File: config.mk
export PLATFORM = sky130hd
export DESIGN_NAME = alu_muldiv_seq_flat
export DESIGN_NICKNAME = d
export VERILOG_FILES = /design/src/rtl/alu_pkg.sv /design/src/rtl/alu_muldiv_seq_if.sv /design/src/rtl/alu_muldiv_seq.sv /design/src/flat_wrapper.sv
export SDC_FILE = /design/constraint.sdc
export NUM_CORES = 1
export LEC_CHECK = 0
export ABC_AREA = 1
export CORE_ASPECT_RATIO = 1.5
export CORE_UTILIZATION = 58
export DETAILED_ROUTE_END_ITERATION = 6
export PLACE_DENSITY = 0.95
export SLEW_MARGIN = 5
export SYNTH_ARGS = -nofsm -noshare
export SYNTH_HDL_FRONTEND = slang
export SYNTH_SLANG_ARGS = --single-unit
File: constraint.sdc
create_clock -name clk -period 4.5 [get_ports clk]
set_input_delay 0.9 -clock clk [delete_from_list [all_inputs] [get_ports clk]]
set_output_delay 0.9 -clock clk [all_outputs]
set_load 0.01 [all_outputs]
File: src/rtl/alu_pkg.sv
// Shared ALU package: operation codes driven to the shared combinational ALU
// and the multiply/divide function selector.
package alu_pkg;

  localparam int XLEN = 32;

  typedef enum logic [3:0] {
    ALU_ADD  = 4'b0000,
    ALU_SLL  = 4'b0001,
    ALU_SLT  = 4'b0010,
    ALU_SLTU = 4'b0011,
    ALU_XOR  = 4'b0100,
    ALU_SRL  = 4'b0101,
    ALU_OR   = 4'b0110,
    ALU_AND  = 4'b0111,
    ALU_SUB  = 4'b1000,
    ALU_SRA  = 4'b1101
  } alu_op_e;

  typedef enum logic [1:0] {
    FN_MUL   = 2'b00,
    FN_MULHU = 2'b01,
    FN_DIVU  = 2'b10,
    FN_REMU  = 2'b11
  } funct_e;

endpackage

File: src/rtl/alu_muldiv_seq_if.sv
// Request/response bundle of the sequential multiply/divide unit.
interface alu_muldiv_seq_if
  import alu_pkg::*;
#(
  parameter int WIDTH = 32
);
  logic             start;
  funct_e           funct;
  logic [WIDTH-1:0] a;
  logic [WIDTH-1:0] b;
  logic             busy;
  logic             done;
  logic [WIDTH-1:0] result;

  modport master (output start, funct, a, b, input busy, done, result);
  modport slave  (input start, funct, a, b, output busy, done, result);
endinterface

File: src/rtl/alu_muldiv_seq.sv
// 32-iteration shift-add multiplier / restoring divider that borrows an
// external shared ALU for its add and subtract steps.
module alu_muldiv_seq
  import alu_pkg::*;
#(
  parameter int WIDTH = 32
) (
  input  logic             clk,
  input  logic             rst,
  alu_muldiv_seq_if.slave  bus,
  output logic [3:0]       alu_op,
  output logic [WIDTH-1:0] alu_in_1,
  output logic [WIDTH-1:0] alu_in_2,
  input  logic [WIDTH-1:0] alu_out
);

  localparam logic [1:0] S_IDLE = 2'd0;
  localparam logic [1:0] S_RUN  = 2'd1;
  localparam logic [1:0] S_DONE = 2'd2;

  logic [1:0]       r_state;
  logic [4:0]       r_cnt;
  funct_e           r_funct;
  logic [WIDTH-1:0] r_hi, r_lo, r_m;
  logic [WIDTH-1:0] r_r, r_q, r_d;
  logic [WIDTH-1:0] r_result;

  logic             w_is_div;
  logic             w_accept;
  logic [WIDTH-1:0] w_rs;
  logic             w_take;
  logic             w_carry;
  logic [WIDTH-1:0] w_hi_nxt, w_lo_nxt, w_r_nxt, w_q_nxt;
  logic [WIDTH-1:0] w_res;

  assign w_is_div = (r_funct == FN_DIVU) || (r_funct == FN_REMU);
  assign w_accept = bus.start && (r_state != S_RUN);

  // Divide step: the remainder shifts left taking the next dividend bit;
  // its old MSB is the 33rd bit that guarantees the subtraction fits.
  assign w_rs     = {r_r[WIDTH-2:0], r_q[WIDTH-1]};
  assign w_take   = r_r[WIDTH-1] | !(w_rs < r_d);
  assign w_r_nxt  = w_take ? alu_out : w_rs;
  assign w_q_nxt  = {r_q[WIDTH-2:0], w_take};

  assign w_carry  = alu_out < r_hi;
  assign w_hi_nxt = {w_carry, alu_out[WIDTH-1:1]};
  assign w_lo_nxt = {alu_out[0], r_lo[WIDTH-1:1]};

  // NOTE: every combinational output gets a default first so no path can infer a latch.
  always_comb begin
    alu_op   = ALU_ADD;
    alu_in_1 = '0;
    alu_in_2 = '0;
    if (r_state == S_RUN) begin
      if (w_is_div) begin
        alu_op   = ALU_SUB;
        alu_in_1 = w_rs;
        alu_in_2 = r_d;
      end else begin
        alu_in_1 = r_hi;
        alu_in_2 = r_lo[0] ? r_m : '0;
      end
    end
  end

  always_comb begin
    unique case (r_funct)
      FN_MUL:   w_res = w_lo_nxt;
      FN_MULHU: w_res = w_hi_nxt;
      FN_DIVU:  w_res = w_q_nxt;
      default:  w_res = w_r_nxt;
    endcase
  end

  // NOTE: state is updated with non-blocking assignments so every register samples pre-edge values.
  always_ff @(posedge clk) begin
    if (rst) begin
      // NOTE: datapath registers are cleared too, so an aborted operation leaves no residue.
      r_state  <= S_IDLE;
      r_cnt    <= '0;
      r_funct  <= FN_MUL;
      r_hi     <= '0;
      r_lo     <= '0;
      r_m      <= '0;
      r_r      <= '0;
      r_q      <= '0;
      r_d      <= '0;
      r_result <= '0;
    end else if (w_accept) begin
      r_state  <= S_RUN;
      r_cnt    <= '0;
      r_funct  <= bus.funct;
      r_hi     <= '0;
      r_lo     <= bus.b;
      r_m      <= bus.a;
      r_r      <= '0;
      r_q      <= bus.a;
      r_d      <= bus.b;
    end else begin
      case (r_state)
        S_RUN: begin
          if (w_is_div) begin
            r_r <= w_r_nxt;
            r_q <= w_q_nxt;
          end else begin
            r_hi <= w_hi_nxt;
            r_lo <= w_lo_nxt;
          end
          r_cnt <= r_cnt + 5'd1;
          if (r_cnt == 5'd31) begin
            r_state  <= S_DONE;
            r_result <= w_res;
          end
        end
        S_DONE:  r_state <= S_IDLE;
        default: r_state <= S_IDLE;
      endcase
    end
  end

  assign bus.busy   = (r_state == S_RUN);
  assign bus.done   = (r_state == S_DONE);
  assign bus.result = r_result;

endmodule

File: src/flat_wrapper.sv
// flat-port wrapper written by rule: the top's interface ports become plain ports
module alu_muldiv_seq_flat import alu_pkg::*;
#(
  parameter int WIDTH = 32
)
  (clk, rst, alu_op, alu_in_1, alu_in_2, alu_out, bus_start, bus_funct, bus_a, bus_b, bus_busy, bus_done, bus_result);
  alu_muldiv_seq_if #(.WIDTH(WIDTH)) bus_i ();
  input  logic clk;
  input  logic rst;
  output logic [3:0] alu_op;
  output logic [WIDTH-1:0] alu_in_1;
  output logic [WIDTH-1:0] alu_in_2;
  input  logic [WIDTH-1:0] alu_out;
  input wire logic [$bits(bus_i.start)-1:0] bus_start;
  input wire logic [$bits(bus_i.funct)-1:0] bus_funct;
  input wire logic [$bits(bus_i.a)-1:0] bus_a;
  input wire logic [$bits(bus_i.b)-1:0] bus_b;
  output wire logic [$bits(bus_i.busy)-1:0] bus_busy;
  output wire logic [$bits(bus_i.done)-1:0] bus_done;
  output wire logic [$bits(bus_i.result)-1:0] bus_result;
  assign bus_i.start = bus_start;
  assign bus_i.funct = bus_funct;
  assign bus_i.a = bus_a;
  assign bus_i.b = bus_b;
  assign bus_busy = bus_i.busy;
  assign bus_done = bus_i.done;
  assign bus_result = bus_i.result;
  alu_muldiv_seq #(.WIDTH(WIDTH)) u_core (.clk(clk), .rst(rst), .bus(bus_i), .alu_op(alu_op), .alu_in_1(alu_in_1), .alu_in_2(alu_in_2), .alu_out(alu_out));
endmodule
# Yosys cells after proc, flatten, opt, wreduce, memory -nomap -nowiden
# Cells that the tools add are included.
# classes
reduce_logical	13
n_addsub	1
eq_ne	9
n_lt_le_gt_ge	2
n_mux	18
n_bitwise	4
# op_table
cell	count
$mux W32	12
$pmux W32 S3	1
$lt A32 B32 Y1	2
$mux W4	2
$reduce_and A2 Y1	4
$eq A2 B2 Y1 const B	3
$add A5 B1 Y5 const B	1
$eq A5 B5 Y1 const B	1
$eq A2 B1 Y1 const B	2
$reduce_bool A2 Y1	2
$mux W1	3
$ne A3 B1 Y1 const B	1
$not A1 Y1	3
$reduce_and A3 Y1	1
$reduce_or A3 Y1	1
$logic_not A2 Y1	1
$ne A2 B1 Y1 const B	1
$ne A2 B2 Y1 const B	1
$reduce_or A2 Y1	1
$logic_and A1 B1 Y1	1
$logic_not A1 Y1	1
$logic_or A1 B1 Y1	1
$or A1 B1 Y1	1
# word_totals
register_bits	233
inputBits	101
out_inout_bits	102

# Logic depth before layout (Yosys ltp)
# depth
ltp_word	6
depth_mapped	17
ltp_nobuf	16

# Least setup slack after synthesis
# No wires, ideal clock.
# synth_timing
path_kind	reg2out
start	register u_core.r_funct[1]
end	output port alu_in_2[10]
t_arrival_ns	1.372
required_ns	3.600
slack_ns	2.228
path_stages_with_launch	8
path_cell_list	dfxtp_1 buf_2 inv_2 nor2_1 inv_2 buf_2 clkbuf_1 o21ai_0
# synth_between
elab_chain_cells	4
word_cells_on_any_way	5
cone_classes	2 x eq/ne; 2 x mux; 1 x reduce/logical
# synth_lines
element	line_no	source
from (decl)	alu_muldiv_seq.sv:23	funct_e r_funct;
from (signal assigned)	alu_muldiv_seq.sv:93	r_funct <= bus.funct;
$eq A2 B2 Y1	alu_muldiv_seq.sv:36	assign w_is_div = (r_funct == FN_DIVU) || (r_funct == FN_REMU);
$logic_or A1 B1 Y1 (*)	alu_muldiv_seq.sv:36	
$mux W32 (*)	alu_muldiv_seq.sv:56	if (w_is_div) begin
$mux W32 (*)	alu_muldiv_seq.sv:55	if (r_state == S_RUN) begin
to (decl)	flat_wrapper.sv:12	output logic [WIDTH-1:0] alu_in_2;
# Every way passes the cells marked *; elsewhere a longest branch is shown, timed or not.

# Worst setup path after layout
# layout_timing
start	register u_core.r_state[1]
end	output port alu_in_1[18]
# layout_between
elab_chain_cells	2
# layout_lines
element	line_no	source
from (decl)	alu_muldiv_seq.sv:21	logic [1:0] r_state;
from (signal assigned)	alu_muldiv_seq.sv:80	r_state <= S_IDLE;
from (signal assigned)	alu_muldiv_seq.sv:91	r_state <= S_RUN;
from (signal assigned)	alu_muldiv_seq.sv:112	r_state <= S_DONE;
$eq A2 B1 Y1	alu_muldiv_seq.sv:55	
$mux W32	alu_muldiv_seq.sv:55	
to (decl)	flat_wrapper.sv:11	output logic [WIDTH-1:0] alu_in_1;
# Every way passes these cells.

==> flow_metrics.tcl <==
set metrics [dict create \
    status "complete, no violations" \
    area_growth_syn_to_layout_pct 23.0 \
    instances_no_fill 2059 \
    antenna_left 0 \
    hold_buffers 0 \
    dr.pass1.iters 7 \
    vias_per_cell 6.22 \
    start_util_pct 59.2 \
    worst-path-max-fanout 63 \
    crit_start "u_core.r_state[1]" \
    worstMarginPinSlew_ns 1.28 \
    wl_um 42500 \
    critPathLaunchType "flop" \
    period_minus_slack_ns 3.95 \
    fin_skew_ns 0.0198 \
    clockPowerShare_pct 37.9 \
    ys_seq_elements 233 \
    synth_top_area_share_pct 40.0 \
    place.port_buffers 199 \
    synth_top_area_cell "dfxtp_1" \
    path_clk_slew_ns 0.06 \
    yosys_warnings 0 \
    critical_path.endpoint "alu_in_1[18]" \
    max-cap-violations 0 \
    crit_type "flop to output pin" \
    cts_resized 0 \
    switching_power_mw 1.47 \
    worst-r2r-cell-count 11 \
    finalWeightedCongestion 0.966 \
    fin_setup_tns_ns 0 \
    clock_sinks 233 \
    grt_pass1_wl_um 65700 \
    worstHoldPathType "flop to flop" \
    synth.cell_area_mm2 0.0117 \
    grt_usage_pct 41.0 \
    synth_area_per_cell_um2 7.04 \
    r2r_slack_ns 1.53 \
    synth_cells 1657 \
    clock_path_buffers 3 \
    leakagePower_nw 5.58 \
    fmax_mhz 253 \
    cts_made_buffers 23 \
    worstPathArrival_ns 3.05 \
    switching_share_pct 29.6 \
    fillCellCount 1547 \
    remaining_drc_errors 0 \
    ir_drop_uv 277 \
    clk_latency_ns 0.54 \
    yosysSeqAreaShare_pct 40.0 \
    rsz0062_at_grt "no" \
    placementRows 63 \
    cp-end-kind "output pin" \
    core_area_mm2 0.0197 \
    multi_input_area_mm2 0.00594 \
    fin_nets 1947 \
    die_w_um 118 \
    vias 12800 \
    period_share_pct 87.7 \
    internal-power_mw 3.51 \
    dp_cells 2017 \
    place_area_mm2 0.0136 \
    required_ns 3.60 \
    ys.flop_type "dfxtp_1" \
    htree_levels 1 \
    grt_max_degree 102 \
    hold_violations 0 \
    p_seq_share_pct 44.9 \
    seq_area_mm2 0.00466 \
    final_area_mm2 0.0144 \
    yosysUniqueCellTypes 34 \
    antenna_found_initial 0 \
    report.final.setup_viol 0 \
    powerDensity_mw_per_mm2 347 \
    drive_gt1_share_pct 3.73 \
    synth_edf_count 0 \
    relSlewSlack_pct 14.6 \
    maxSlewViolCount 0 \
    tritoncts "built" \
    comb_power_share_pct 17.2 \
    r2r_end "u_core.bus.result[29]" \
    r2r-start "u_core.r_d[23]" \
    die_area_mm2 0.0207 \
    synthTopCellsByArea "dfxtp_1 (40%), nand2_1 (14%), nand3_1 (9.3%)" \
    dr.first_iter.drc_count 1517 \
    post_drt_wl_per_cell_um 20.7 \
    min-delay-start "u_core.bus.result[5]" \
    post_cts_buffers 0 \
    hpwl_um 28700 \
    ios 203 \
    async_reset_ff_share_pct 0 \
    die_h_um 176 \
    grt_pass1_vias 12200 \
    overflow 0 \
    cts_root_buf "clkbuf_16" \
]
-- kinds of logic after synthesis --
family | synth area share [%]
compound gates | 18.0
xor+xnor | 0.0751
fa+ha+maj | 6.86
buf+inv | 9.50
flops | 40.0
other cells | 0.0321
simple gates | 25.6
-- registers in the layout (all words and copies together), names as in the netlist --
register / cells
u_core.r_m: 32
u_core.r_q: 32
u_core.r_hi: 32
u_core.r_state: 2
u_core.r_d: 32
u_core.r_lo: 32
u_core.bus.result: 32
u_core.r_r: 32
u_core.r_cnt: 5
u_core.r_funct: 2
-- metal layers --
metal / vias up / global-route usage [%] / part of all wire (%)
met5: - / 0 / 0
met4: 0 / 37.6 / 11
met3: 274 / 6.59 / 8.7
met2: 886 / 69.3 / 47
met1: 5832 / 43.8 / 34
li1: 5819 / - / -
-- worst min-delay path by stage --
stage / endpoint / cells after the start
3_3_place_gp: u_core.bus.result[6] / 2
6_report: u_core.bus.result[5] / 2
4_1_cts: u_core.bus.result[5] / 2
5_1_grt: u_core.bus.result[2] / 2
2_1_floorplan: u_core.r_m[0] / 2
3_5_place_dp: u_core.bus.result[27] / 2
-- layout make-up --
type	instances	share of cell area, %
antenna	1	0.0174
clock buffer	38	4.82
clock inverter	3	0.209
inverter	158	4.13
multi-input combinational	1152	41.3
sequential	233	32.5
tap	260	2.27
timing repair buffer	214	14.7
-- through the flow --
| stage | setup WS [ns] | util [%] | hold WS [ns] | power [mW] |
|---|---|---|---|---|
| after floorplan | 2.23 | - | 0.429 | 2.78 |
| after global routing | 0.465 | 72.8 | 0.462 | 5.12 |
| after CTS | 0.603 | 72.8 | 0.455 | 4.93 |
| after detailed placement | 1.20 | 69.2 | 0.439 | 3.09 |
| after global placement | 1.33 | 69.2 | 0.439 | 3.07 |
| final | 0.554 | 72.9 | 0.452 | 4.98 |
-- Yosys cell counts, types with 5 or more instances --
library cell	instances
buf_1	9
nand3_1	218
inv_1	151
buf_2	36
a21oi_1	107
a31oi_1	65
nor2_1	36
o21ai_0	134
dfxtp_1	233
ha_1	64
inv_2	6
o22ai_1	64
clkbuf_1	64
nor3_1	5
nand2_1	433
-- critical path: stages (launching register included) --
cell	delay, ns
dfxtp_1	0.33
inv_2	0.05
nand2_2	0.21
nor2_4	0.06
inv_2	0.41
buf_4	0.65
o22ai_1	0.19
clkdlybuf4s50_1	0.55
-- power by group through the flow --
stage / Clock [mW] / Sequential [mW] / Combinational [mW]
floorplan: 0 / 2.25 / 0.535
global placement: 0 / 2.27 / 0.796
detailed placement: 0 / 2.27 / 0.818
CTS: 1.87 / 2.23 / 0.826
global route: 1.96 / 2.24 / 0.926
finish: 1.89 / 2.24 / 0.857
-- layout by cell type (no fill, tap or decap), types with 2 or more instances in the layout --
cell             count
nor3_1               5
clkbuf_8             6
clkinv_2             2
a21oi_1            107
inv_2                7
nor2_2               2
inv_1              150
a31oi_1             65
ha_1                64
o22ai_1             64
a221oi_1             4
nand4_1              4
dfxtp_1            233
nor2_1              32
clkdlybuf4s50_1    198
nand3_1            218
o21a_1               3
buf_4               15
conb_1               3
clkbuf_1             9
nor2_4               5
nand2_1            433
clkbuf_16           23
o21ai_0            134
Power figures use the tool's default switching activity.
